## src/rtl/inst_loader_if.sv

```systemverilog
// Loader-side bus: control/status, inbound byte stream and outbound instruction write port.
// The loader itself uses the slave modport; whoever drives the program stream uses master.
`timescale 1ns/1ps
interface inst_loader_if #(
  parameter int A = 10,
  parameter int W = 9
);
  logic         load_start;
  logic [A:0]   load_count;
  logic [7:0]   byte_in;
  logic         byte_valid;
  logic         byte_ready;
  logic         wr_en;
  logic [A-1:0] wr_addr;
  logic [W-1:0] wr_data;
  logic         busy;
  logic         done;
  logic         err;

  modport master (
    output load_start, load_count, byte_in, byte_valid,
    input  byte_ready, wr_en, wr_addr, wr_data, busy, done, err
  );

  modport slave (
    input  load_start, load_count, byte_in, byte_valid,
    output byte_ready, wr_en, wr_addr, wr_data, busy, done, err
  );
endinterface

```

## src/rtl/inst_loader.sv

```systemverilog
// Program loader: packs pairs of stream bytes (low byte first) into W-bit instructions
// and writes them to sequential instruction-memory addresses starting at 0.
`timescale 1ns/1ps
module inst_loader #(
  parameter int A = 10,
  parameter int W = 9
) (
  input logic          clk,
  input logic          rst,
  inst_loader_if.slave bus
);

  typedef enum logic [2:0] {S_IDLE, S_LO, S_HI, S_WRITE, S_DONE} state_t;

  localparam logic [A:0]   DEPTH    = {1'b1, {A{1'b0}}};
  localparam logic [A:0]   CNT_ONE  = (A+1)'(1);
  localparam logic [A-1:0] ADDR_ONE = A'(1);

  state_t     state, state_nxt;
  logic [A:0] remaining;
  logic [A:0] count_clamped;
  logic       hs;
  logic       hi_bad;

  assign count_clamped = (bus.load_count > DEPTH) ? DEPTH : bus.load_count;
  assign hs            = bus.byte_valid && bus.byte_ready;

  // High-byte bits that do not fit into the instruction word; none exist at W=16.
  generate
    if (W < 16) begin : g_hi_chk
      assign hi_bad = |bus.byte_in[7:W-8];
    end else begin : g_hi_nochk
      assign hi_bad = 1'b0;
    end
  endgenerate

  // NOTE: sequential state uses non-blocking assignments so every flop samples pre-edge values.
  always_ff @(posedge clk or posedge rst) begin
    if (rst) state <= S_IDLE;
    else     state <= state_nxt;
  end

  // NOTE: default assignment first so no path leaves state_nxt unassigned (no latch).
  always_comb begin
    state_nxt = state;
    case (state)
      S_IDLE:  if (bus.load_start) state_nxt = (count_clamped == '0) ? S_DONE : S_LO;
      S_LO:    if (hs) state_nxt = S_HI;
      S_HI:    if (hs) state_nxt = S_WRITE;
      S_WRITE: state_nxt = (remaining == CNT_ONE) ? S_DONE : S_LO;
      S_DONE:  state_nxt = S_IDLE;
      default: state_nxt = S_IDLE;
    endcase
  end

  always_comb begin
    bus.byte_ready = (state == S_LO) || (state == S_HI);
    bus.wr_en      = (state == S_WRITE);
    bus.done       = (state == S_DONE);
    bus.busy       = (state != S_IDLE);
  end

  // Datapath: word assembly, address/count bookkeeping and the sticky error flag.
  always_ff @(posedge clk or posedge rst) begin
    if (rst) begin
      remaining   <= '0;
      bus.wr_addr <= '0;
      bus.wr_data <= '0;
      bus.err     <= 1'b0;
    end else begin
      case (state)
        S_IDLE: begin
          if (bus.load_start) begin
            remaining   <= count_clamped;
            bus.wr_addr <= '0;
            bus.err     <= 1'b0;
          end
        end
        S_LO: begin
          if (hs) bus.wr_data[7:0] <= bus.byte_in;
        end
        S_HI: begin
          if (hs) begin
            bus.wr_data[W-1:8] <= bus.byte_in[W-9:0];
            if (hi_bad) bus.err <= 1'b1;
          end
        end
        S_WRITE: begin
          remaining <= remaining - CNT_ONE;
          // Last word keeps its address so a full-depth load never wraps to 0.
          if (remaining != CNT_ONE) bus.wr_addr <= bus.wr_addr + ADDR_ONE;
        end
        default: ;
      endcase
    end
  end

endmodule

```

## src/flat_wrapper.sv

```systemverilog
// flat-port wrapper written by rule: the top's interface ports become plain ports
module inst_loader_flat 
#(
  parameter int A = 10,
  parameter int W = 9
)
  (clk, rst, bus_load_start, bus_load_count, bus_byte_in, bus_byte_valid, bus_byte_ready, bus_wr_en, bus_wr_addr, bus_wr_data, bus_busy, bus_done, bus_err);
  inst_loader_if #(.A(A), .W(W)) bus_i ();
  input logic clk;
  input logic rst;
  input wire logic [$bits(bus_i.load_start)-1:0] bus_load_start;
  input wire logic [$bits(bus_i.load_count)-1:0] bus_load_count;
  input wire logic [$bits(bus_i.byte_in)-1:0] bus_byte_in;
  input wire logic [$bits(bus_i.byte_valid)-1:0] bus_byte_valid;
  output wire logic [$bits(bus_i.byte_ready)-1:0] bus_byte_ready;
  output wire logic [$bits(bus_i.wr_en)-1:0] bus_wr_en;
  output wire logic [$bits(bus_i.wr_addr)-1:0] bus_wr_addr;
  output wire logic [$bits(bus_i.wr_data)-1:0] bus_wr_data;
  output wire logic [$bits(bus_i.busy)-1:0] bus_busy;
  output wire logic [$bits(bus_i.done)-1:0] bus_done;
  output wire logic [$bits(bus_i.err)-1:0] bus_err;
  assign bus_i.load_start = bus_load_start;
  assign bus_i.load_count = bus_load_count;
  assign bus_i.byte_in = bus_byte_in;
  assign bus_i.byte_valid = bus_byte_valid;
  assign bus_byte_ready = bus_i.byte_ready;
  assign bus_wr_en = bus_i.wr_en;
  assign bus_wr_addr = bus_i.wr_addr;
  assign bus_wr_data = bus_i.wr_data;
  assign bus_busy = bus_i.busy;
  assign bus_done = bus_i.done;
  assign bus_err = bus_i.err;
  inst_loader #(.A(A), .W(W)) u_core (.clk(clk), .rst(rst), .bus(bus_i));
endmodule
```

## config.mk

```make
export PLATFORM = sky130hd
export DESIGN_NAME = inst_loader_flat
export DESIGN_NICKNAME = d
export VERILOG_FILES = /design/src/rtl/inst_loader_if.sv /design/src/rtl/inst_loader.sv /design/src/flat_wrapper.sv
export SDC_FILE = /design/constraint.sdc
export NUM_CORES = 1
export LEC_CHECK = 0
export ABC_CLOCK_PERIOD_IN_PS = 4760
export CELL_PAD_IN_SITES_DETAIL_PLACEMENT = 1
export CELL_PAD_IN_SITES_GLOBAL_PLACEMENT = 1
export CORE_MARGIN = 8
export CORE_UTILIZATION = 40
export CTS_CLUSTER_SIZE = 30
export DETAILED_ROUTE_END_ITERATION = 6
export GPL_TIMING_DRIVEN = 0
export PLACE_DENSITY_LB_ADDON = 0.1
export SKIP_CTS_REPAIR_TIMING = 1
export SKIP_LAST_GASP = 1
export SLEW_MARGIN = 20
export SYNTH_ARGS = -nofsm -noshare
export SYNTH_HDL_FRONTEND = slang
export SYNTH_SLANG_ARGS = --single-unit
export TNS_END_PERCENT = 20
```

## constraint.sdc

```tcl
create_clock -name clk -period 4.76 [get_ports clk]
set_input_delay 0.714 -clock clk [delete_from_list [all_inputs] [get_ports clk]]
set_output_delay 0.714 -clock clk [all_outputs]
set_load 0.02 [all_outputs]
```

Word-level counts from Yosys, hierarchy flattened
Cells that the tools add are included.
{"block": "classes", "add_sub_neg": 2, "magnitude_cmp": 1, "n_eq_ne": 11, "n_mux": 16, "n_reduce_logical": 14}
{"operator": "$mux 11", "count": 2}
{"operator": "$pmux 11 s2", "count": 1}
{"operator": "$mux 10", "count": 2}
{"operator": "$pmux 10 s2", "count": 1}
{"operator": "$mux 3", "count": 5}
{"operator": "$pmux 3 s4", "count": 1}
{"operator": "$eq 11x1->1 const B", "count": 1}
{"operator": "$gt 11x11->1 const B", "count": 1}
{"operator": "$logic_not 11->1", "count": 1}
{"operator": "$ne 11x1->1 const B", "count": 1}
{"operator": "$sub 11x1->11 const B", "count": 1}
{"operator": "$add 10x1->10 const B", "count": 1}
{"operator": "$ne 2x1->1 const B", "count": 4}
{"operator": "$reduce_or 7->1", "count": 1}
{"operator": "$eq 3x2->1 const B", "count": 2}
{"operator": "$reduce_and 2->1", "count": 3}
{"operator": "$reduce_and 3->1", "count": 2}
{"operator": "$reduce_and 4->1", "count": 1}
{"operator": "$reduce_bool 2->1", "count": 2}
{"operator": "$eq 3x1->1 const B", "count": 1}
{"operator": "$eq 3x3->1 const B", "count": 1}
{"operator": "$logic_not 3->1", "count": 1}
{"operator": "$mux 1", "count": 3}
{"operator": "$reduce_bool 3->1", "count": 1}
{"operator": "other kinds (4)", "count": 4}
{"block": "word_totals", "reg_bits": 34, "in_bits": 23, "output_inout_bits": 24, "word_cells": 50}

Longest topological paths before layout
Gate-level depths: netlist of run 1.
{"block": "depth", "depth_word": 6, "depth_mapped": 8, "ltp_nobuf": 6}

Least setup slack after synthesis of run 1
No wires, ideal clock.
{"block": "synth_timing", "kind": "flip-flop to flip-flop", "start": "register u_core.remaining[3]", "end": "register u_core.bus.wr_addr[3]", "setup_ns": 0.096, "t_arrival_ns": 1.943, "required_ns": 4.664, "setup_slack_ns": 2.721, "path_stages_with_launch": 9, "n_path_buf": 4, "synth_period_minus_slack_ns": 2.039, "cell_sequence": "dfrtp_1 buf_6 or4_1 buf_2 o41ai_4 buf_6 buf_12 o211ai_1 o31ai_1"}
{"block": "synth_between", "elab_chain_cells": 3}
{"element": "start: declaration", "line_no": "inst_loader.sv:20", "rtl": "logic [A:0] remaining;"}
{"element": "start signal: assignment", "line_no": "inst_loader.sv:74", "rtl": "remaining <= count_clamped;"}
{"element": "start signal: assignment", "line_no": "inst_loader.sv:89", "rtl": "remaining <= remaining - CNT_ONE;"}
{"element": "$ne 11x1->1", "line_no": "inst_loader.sv:91", "rtl": "if (remaining != CNT_ONE) bus.wr_addr <= bus.wr_addr + ADDR_ONE;"}
{"element": "$ne 2x1->1 (no line)"}
{"element": "$reduce_and 3->1 (no line)"}
{"element": "end signal: assignment", "line_no": "inst_loader.sv:91"}
{"element": "end: declaration", "line_no": "inst_loader_if.sv:27", "rtl": "output byte_ready, wr_en, wr_addr, wr_data, busy, done, err"}
No other way between the ends.
A chain may end at the register's enable or synchronous reset.

Worst setup path in the final report of run 1
{"block": "layout_timing", "start": "register u_core.state[2]", "end": "output bus_wr_en"}
{"block": "layout_between", "elab_chain_cells": 1}
{"element": "start: declaration", "line_no": "inst_loader.sv:19", "rtl": "state_t state, state_nxt;"}
{"element": "start signal: assignment", "line_no": "inst_loader.sv:40", "rtl": "else state <= state_nxt;"}
{"element": "$eq 3x2->1", "line_no": "inst_loader.sv:58", "rtl": "bus.wr_en = (state == S_WRITE);"}
{"element": "end: declaration", "line_no": "flat_wrapper.sv:16", "rtl": "output wire logic [$bits(bus_i.wr_en)-1:0] bus_wr_en;"}
No other way between the ends.

==> run summary, run 1 <==
======================================================================================
Drt wl/cell .............................................................      19.8 um
H-tree levels ...........................................................            2
Worst vdd ir ............................................................   0.000233 V
Commonest non-fill, non-tap cells in the layout ......................... sky130_fd_sc_hd__clkdlybuf4s50_1, sky130_fd_sc_hd__dfrtp_1, sky130_fd_sc_hd__a21oi_1
Cell taking the most area after synthesis ............................... sky130_fd_sc_hd__dfrtp_1
Worst endpoint data arrival time ........................................      2.56 ns
Per-cell via count in the routed design .................................         5.87
Layout Area Growth over Synthesis .......................................        33.1%
Portion of total power attributed to the clock network ..................        15.9%
Clock root cell ......................................................... sky130_fd_sc_hd__clkbuf_8
Outcome ................................................................. finished clean
Int Pwr .................................................................   0.000832 W
Register bit count reported by yosys ....................................           34
Total inserted antenna cells ............................................            0
DP HPWL .................................................................      4.27 mm
Via count of the routed design ..........................................         1727
Critical setup path kind ................................................      reg2out
Net count after synthesis ...............................................          212
Insertion delay of the later-clocked pin in the worst-skew pair .........      0.29 ns
Req. time, crit path ....................................................      4.05 ns
Detailed Route Iter0 Violations .........................................           85
Switching pwr ...........................................................   0.000591 W
Final worst-path cycle share ............................................        68.8%
Fraction of registers with async set or reset after synthesis ...........         100%
Max-slew headroom .......................................................        26.8%
TritonCTS clock tree ....................................................        built
Setup TNS ...............................................................         0 ns
Number of top-level pins ................................................           47
Synthesized area per cell ...............................................    10.1 um^2
Cell class contributing the biggest share of worst-path delay ........... buffers and inverters
Count of pins over their slew limit .....................................            0
Routability-driven placement congestion ratio ...........................        0.825
Netlist cell types ......................................................           41
Chip width ..............................................................      84.4 um
Slowest CP cell ......................................................... sky130_fd_sc_hd__clkdlybuf4s50_1
P per Cell Area .........................................................  571 nW/um^2
Worst setup EP type .....................................................   output pin
Count of flip-flops with a built-in enable after synthesis ..............            0
Core footprint ..........................................................    4630 um^2
Total GRT Usage .........................................................        17.0%
Register area share after synthesis .....................................        45.4%
Initial antenna violation count .........................................            0
Number of buffers and inverters on the critical path ....................            3
Count of warnings emitted by yosys ......................................            0
Pin count of the biggest net entering global routing ....................           35
Number of failing setup endpoints in the final timing report ............            0
Final Hold Fails ........................................................            0
Clock sink count ........................................................           34
Total iterations of the first detailed-routing run ......................            4
Peak fanout along the critical path .....................................           10
Total grt overflow ......................................................            0
Fin Clk Skew ............................................................   0.00482 ns
Most common library cell in the layout ignoring fill and taps ........... sky130_fd_sc_hd__clkdlybuf4s50_1
Layout filler cell count ................................................          524
Largest buffer count on any clock path ..................................            2
RSZ-0062 raised after global routing ....................................           no
Number of nets with antenna violations after detailed routing ...........            0
Total clock buffers created by CTS ......................................            5
Number of buffers inserted by port buffering ............................           46
Primary FF master, synth ................................................ sky130_fd_sc_hd__dfrtp_1
Number of rows created at floorplan .....................................           25
Actual transition at the worst max-transition pin .......................      1.10 ns
Number of standard cells in the final layout excluding fillers ..........          294
Starting utilization of the core area ...................................        40.5%
Via count of the first global-routing pass ..............................         1981
Global-route wire length before repair ..................................      9.76 mm
Final period demand of the worst path ...................................      3.27 ns
Worst Hold Margin .......................................................     0.498 ns
Clock slew at the register clock pins of the worst setup and hold paths .      0.07 ns
Combinational share of power ............................................        49.8%
Worst-path cell chain ................................................... nand3b_1 -> inv_1 -> clkbuf_1 -> clkdlybuf4s50_1
Static Leakage ..........................................................     0.975 nW
Sequential group share of total power ...................................        34.3%
Fraction of final layout cells sized beyond drive strength 1 ............        12.5%
Maximum achievable frequency ............................................      305 MHz
Synthesized netlist cell count ..........................................          186
Total standard cell area after synthesis ................................    1870 um^2
Post-route DRC ..........................................................            0
Vertical die dimension ..................................................      84.4 um
Die area ................................................................    7130 um^2
Total detailed-routing wirelength .......................................      5.83 mm
Class of the most critical hold timing path .............................      reg2reg
MaxCap Viol Count .......................................................            0
DP Cell Count ...........................................................          286
Sw frac .................................................................        41.5%
Slowest stage delay, CP .................................................      0.70 ns
Top-area cell type share of the netlist area ............................        45.4%
Leading cell types by total area after synthesis ........................ sky130_fd_sc_hd__dfrtp_1, sky130_fd_sc_hd__mux2_2, sky130_fd_sc_hd__a21oi_1
Setup crit start kind ...................................................     register
Fin nets ................................................................          265
Share of the core filled with cells .....................................        53.8%
======================================================================================
[worst paths after layout]
kind / startpoint / end / slack (ns) / cells past startpoint
worst max-delay path: u_core.state[2] / bus_wr_en / 1.49 / 4
worst min-delay path: u_core.remaining[6] / u_core.remaining[6] / 0.50 / 1
worst max register to register: u_core.remaining[3] / u_core.state[0] / 2.45 / 7
worst min register to register: u_core.remaining[6] / u_core.remaining[6] / 0.50 / 1
max in group asynchronous: rst / u_core.remaining[7] / 3.40 / 2
min in group asynchronous: rst / u_core.bus.wr_addr[6] / 0.88 / 2
[cell type report]
type / instances / area, um^2 / share of cell area, %
buffer: 9 / 67.6 / 2.71
clock inverter: 1 / 5.00 / 0.201
tap: 54 / 67.6 / 2.71
multi-input combinational: 132 / 913 / 36.6
clock buffer: 7 / 86.3 / 3.46
timing repair buffer: 46 / 460 / 18.5
inverter: 11 / 41.3 / 1.66
sequential: 34 / 851 / 34.1
[synth_stat cells, types with 2 or more instances]
| cell type | count |
|---|---|
| sky130_fd_sc_hd__a21oi_1 | 18 |
| sky130_fd_sc_hd__a221o_1 | 2 |
| sky130_fd_sc_hd__a311oi_1 | 4 |
| sky130_fd_sc_hd__buf_2 | 2 |
| sky130_fd_sc_hd__buf_6 | 2 |
| sky130_fd_sc_hd__clkbuf_1 | 4 |
| sky130_fd_sc_hd__dfrtp_1 | 34 |
| sky130_fd_sc_hd__ha_1 | 3 |
| sky130_fd_sc_hd__inv_1 | 11 |
| sky130_fd_sc_hd__mux2_2 | 10 |
| sky130_fd_sc_hd__nand2_1 | 9 |
| sky130_fd_sc_hd__nand2b_1 | 4 |
| sky130_fd_sc_hd__nand3_1 | 8 |
| sky130_fd_sc_hd__nand3b_1 | 2 |
| sky130_fd_sc_hd__nand4_1 | 3 |
| sky130_fd_sc_hd__nor2_1 | 9 |
| sky130_fd_sc_hd__nor3_1 | 5 |
| sky130_fd_sc_hd__nor4_1 | 6 |
| sky130_fd_sc_hd__o211ai_1 | 2 |
| sky130_fd_sc_hd__o21ai_0 | 7 |
| sky130_fd_sc_hd__o21ai_2 | 2 |
| sky130_fd_sc_hd__o31a_1 | 2 |
| sky130_fd_sc_hd__o31ai_1 | 5 |
| sky130_fd_sc_hd__o32a_1 | 2 |
| sky130_fd_sc_hd__o41ai_1 | 2 |
| sky130_fd_sc_hd__or2_2 | 2 |
| sky130_fd_sc_hd__or3_1 | 7 |
| sky130_fd_sc_hd__or4_1 | 6 |
[per-stage QoR]
stage / area [um^2] / worst slack [ns] / power (W)
after floorplan: 1870 / 2.72 / 0.000914
after global placement: 2400 / 1.88 / 0.00116
after detailed placement: 2400 / 1.80 / 0.00120
after CTS: 2490 / 1.50 / 0.00143
after global routing: 2490 / 1.39 / 0.00151
final: 2490 / 1.49 / 0.00142
[power groups by stage]
stage | Combinational [W] | Sequential (W) | Clock, W
detailed placement | 0.000708 | 0.000491 | 0
global route | 0.000770 | 0.000501 | 0.000242
CTS | 0.000715 | 0.000486 | 0.000232
global placement | 0.000677 | 0.000480 | 0
finish | 0.000708 | 0.000487 | 0.000227
floorplan | 0.000380 | 0.000534 | 0
[worst register-to-register path: stages, from the launching register on]
cell and delay (ns):
sky130_fd_sc_hd__dfrtp_1 0.38, sky130_fd_sc_hd__buf_6 0.13, sky130_fd_sc_hd__or4_1 0.53, sky130_fd_sc_hd__buf_2 0.19
sky130_fd_sc_hd__o41ai_4 0.41, sky130_fd_sc_hd__buf_6 0.20, sky130_fd_sc_hd__a21boi_0 0.23, sky130_fd_sc_hd__o21ai_0 0.12
[routing by layer]
| metal | global-route usage (%) | vias up | share of wire (%) |
|---|---|---|---|
| met5 | 0 | - | 0 |
| met4 | 5.66 | 0 | 1.2 |
| met3 | 4.88 | 10 | 3.6 |
| met2 | 31.1 | 33 | 53 |
| met1 | 18.3 | 864 | 43 |
| li1 | - | 820 | - |
[logic make-up (layout without fill, tap and decap cells)]
| group | after synthesis | after routing | synth area share (%) |
|---|---|---|---|
| mux | 10 | 10 | 6.01 |
| flops | 34 | 34 | 45.4 |
| fa+ha+maj | 3 | 3 | 2.00 |
| simple gates | 63 | 63 | 19.0 |
| compound gates | 56 | 56 | 21.8 |
| buf+inv | 20 | 74 | 5.81 |
[flip-flops by register name (all words and copies together), names as in the netlist]
register            count
u_core.remaining       11
u_core.bus.wr_data      9
u_core.bus.err          1
u_core.state            3
u_core.bus.wr_addr     10
Power figures use the tool's default switching activity.
==> inputs of run 2 (changes only) <==
- ABC_CLOCK_PERIOD_IN_PS: 4760 -> 3200
- CORE_UTILIZATION: 40 -> 37
- clock period: 4.76 -> 3.2 ns (I/O delays scaled with it)
==> run 2 against run 1 <==
  * Clock skew is 0.0023 ns higher
  * Die area up 6.5%
  * Register-to-register slack lost 1.5 ns
  * Clock power increased by 42%
  * Combinational power increased by 47%
  * Non-clock buffer count did not move
  * Worst hold slack improved by 0.019 ns
  * Via count is 0.64% lower
  * Wire length decreased by 3.8%
  * Critical path depth unchanged
  * Sequential power grew 49%
  * Count of clock-buffer cells in the layout shrank 2
  * Critical path type unchanged
  * Critical endpoint unchanged
  * Largest power group unchanged
==> run summary, run 2 (synthesis gave the netlist of run 1 again) <==
======================================================================================
Outcome ................................................................. finished clean
Number of buffers and inverters on the critical path ....................            3   unchanged
Launching instance or port of the critical path ......................... u_core.state[2]
Setup TNS ...............................................................         0 ns   unchanged
Worst vdd ir ............................................................   0.000387 V   +66%
Detailed Route Iter0 Violations .........................................           49   -42%
Worst Hold Margin .......................................................     0.517 ns   +0.0187 ns
Total GRT Usage .........................................................        15.7%   -1.3 points
Routability-driven placement congestion ratio ...........................        0.801   -2.9%
Count of pins over their slew limit .....................................            0   unchanged
Starting utilization of the core area ...................................        37.4%   -3.1 points
Cell class contributing the biggest share of worst-path delay ........... buffers and inverters
Fin Clk Skew ............................................................   0.00710 ns   +0.00228 ns
End point of the critical path ..........................................    bus_wr_en
Via count of the routed design ..........................................         1716   -0.64%
Worst endpoint data arrival time ........................................      2.54 ns   -0.02 ns
Per-cell via count in the routed design .................................         5.54   -5.8%
Initial antenna violation count .........................................            0   unchanged
Static Leakage ..........................................................     0.970 nW   -0.42%
Actual transition at the worst max-transition pin .......................      1.04 ns   -0.0591 ns
Flip-flop count of the largest register, all copies and words added .....           11   unchanged
Largest registers ....................................................... u_core.remaining: 11 flops, u_core.bus.wr_addr: 10 flops, u_core.bus.wr_data: 9 flops
Path length in cells of the critical path ...............................            4   unchanged
Total detailed-routing wirelength .......................................      5.60 mm   -3.8%
Max-slew headroom .......................................................        30.7%   +3.9 points
Setup crit start kind ...................................................     register
Layout filler cell count ................................................          585   +12%
Core footprint ..........................................................    5010 um^2   +8.2%
Peak fanout along the critical path .....................................           10   unchanged
Worst-path cell chain ................................................... nand3b_1 -> inv_1 -> clkbuf_1 -> clkdlybuf4s50_1
Logic depth of the worst register-to-register path ......................            6   -1
Worst r2r src ........................................................... u_core.state[2]
P per Cell Area .........................................................  832 nW/um^2   +46%
Insertion delay of the later-clocked pin in the worst-skew pair .........      0.29 ns   about the same
Slowest CP cell ......................................................... sky130_fd_sc_hd__clkdlybuf4s50_1
Commonest non-fill, non-tap cells in the layout ......................... sky130_fd_sc_hd__clkdlybuf4s50_1, sky130_fd_sc_hd__dfrtp_1, sky130_fd_sc_hd__a21oi_1
Pin count of the biggest net entering global routing ....................           35   unchanged
Clock slew at the register clock pins of the worst setup and hold paths .      0.08 ns   about the same
RSZ-0062 raised after global routing ....................................           no
Maximum achievable frequency ............................................      332 MHz
Number of buffers inserted by port buffering ............................           46   unchanged
Critical setup path kind ................................................      reg2out
Final period demand of the worst path ...................................      3.02 ns
Post-route DRC ..........................................................            0   unchanged
Layout Area Growth over Synthesis .......................................        34.1%
Number of nets with antenna violations after detailed routing ...........            0   unchanged
Die area ................................................................    7600 um^2   +6.5%
MaxCap Viol Count .......................................................            0   unchanged
DP Cell Count ...........................................................          302   +5.6%
TritonCTS clock tree ....................................................        built
Clock root cell ......................................................... sky130_fd_sc_hd__clkbuf_8
Total grt overflow ......................................................            0   unchanged
Req. time, crit path ....................................................      2.72 ns   -1.33 ns
Final Hold Fails ........................................................            0   unchanged
Flop-to-flop setup slack ................................................      0.91 ns   -1.54 ns
Number of top-level pins ................................................           47   unchanged
Slowest stage delay, CP .................................................      0.70 ns   about the same
Via count of the first global-routing pass ..............................         1940   -2.1%
Largest buffer count on any clock path ..................................            2   unchanged
Chip width ..............................................................      87.2 um   +3.2%
Total clock buffers created by CTS ......................................            5   unchanged
Top register by number of flip-flops .................................... u_core.remaining
Number of failing setup endpoints in the final timing report ............            0   unchanged
Final worst-path cycle share ............................................        94.2%
Global-route wire length before repair ..................................      9.44 mm   -3.2%
Total inserted antenna cells ............................................            0   unchanged
Worst setup EP type .....................................................   output pin
H-tree levels ...........................................................            2   unchanged
Vertical die dimension ..................................................      87.2 um   +3.2%
Number of standard cells in the final layout excluding fillers ..........          310   +5.4%
Number of rows created at floorplan .....................................           26   +4.0%
Fin nets ................................................................          265   unchanged
Fraction of final layout cells sized beyond drive strength 1 ............        12.9%   +0.42 points
DP HPWL .................................................................      4.22 mm   -1.2%
Total iterations of the first detailed-routing run ......................            4   unchanged
Most common library cell in the layout ignoring fill and taps ........... sky130_fd_sc_hd__clkdlybuf4s50_1
Clock sink count ........................................................           34   unchanged
Class of the most critical hold timing path .............................      reg2reg
Worst reg2reg path endpoint ............................................. u_core.remaining[9]
Hold path startpoint .................................................... u_core.bus.wr_data[1]
Drt wl/cell .............................................................      18.1 um   -8.8%
======================================================================================
==> run 2: cell count changes in the layout (fill, tap and decap cells not counted), sizes merged <==
cell,delta
clkinvlp,+1
clkbuf,-2
clkinv,+1
==> run 2: area by class of cell <==
| class | count | area [um^2] | area share, % |
|---|---|---|---|
| multi-input cells | 132 | 913 | 36.4 |
| flip-flops and latches | 34 | 851 | 33.9 |
| repair buffers | 46 | 460 | 18.3 |
| well taps | 70 | 87.6 | 3.49 |
| clock buffers | 5 | 68.8 | 2.74 |
| plain buffers | 9 | 67.6 | 2.69 |
| inverters | 11 | 41.3 | 1.64 |
| clock inverters | 3 | 21.3 | 0.847 |
==> run 2: stage by stage <==
step                      setup slack (ns)  cell area, um^2  total power (W)  utilization, %
after global routing               0.00772             2510          0.00225            50.1
after floorplan                       1.16             1870          0.00136               -
after detailed placement             0.483             2420          0.00179            48.3
after global placement               0.563             2420          0.00172            48.3
after CTS                            0.164             2510          0.00212            50.1
final                                0.184             2510          0.00209            50.1
==> run 2: power breakdown <==
part / internal [W] / switching, W / leakage [nW] / total, W
clock network: 0.000153 / 0.000170 / 0.0441 / 0.000323
registers: 0.000588 / 0.000137 / 0.427 / 0.000725
logic: 0.000475 / 0.000567 / 0.500 / 0.00104
==> run 2: layer usage <==
metal | part of all wire (%) | global-route usage (%) | up-vias
li1 | - | - | 815
met1 | 42 | 17.1 | 853
met2 | 51 | 28.2 | 40
met3 | 5.3 | 4.91 | 8
met4 | 1.5 | 5.16 | 0
met5 | 0 | 0 | -
==> run 2: worst min path at each step <==
stage                            end  slack (ns)  depth (start not counted)
2_1_floorplan    u_core.remaining[6]        0.45                          1
3_3_place_gp     u_core.remaining[6]        0.48                          1
3_5_place_dp   u_core.bus.wr_data[1]        0.50                          1
4_1_cts        u_core.bus.wr_data[1]        0.52                          1
5_1_grt        u_core.bus.wr_data[7]        0.54                          1
6_report       u_core.bus.wr_data[1]        0.52                          1
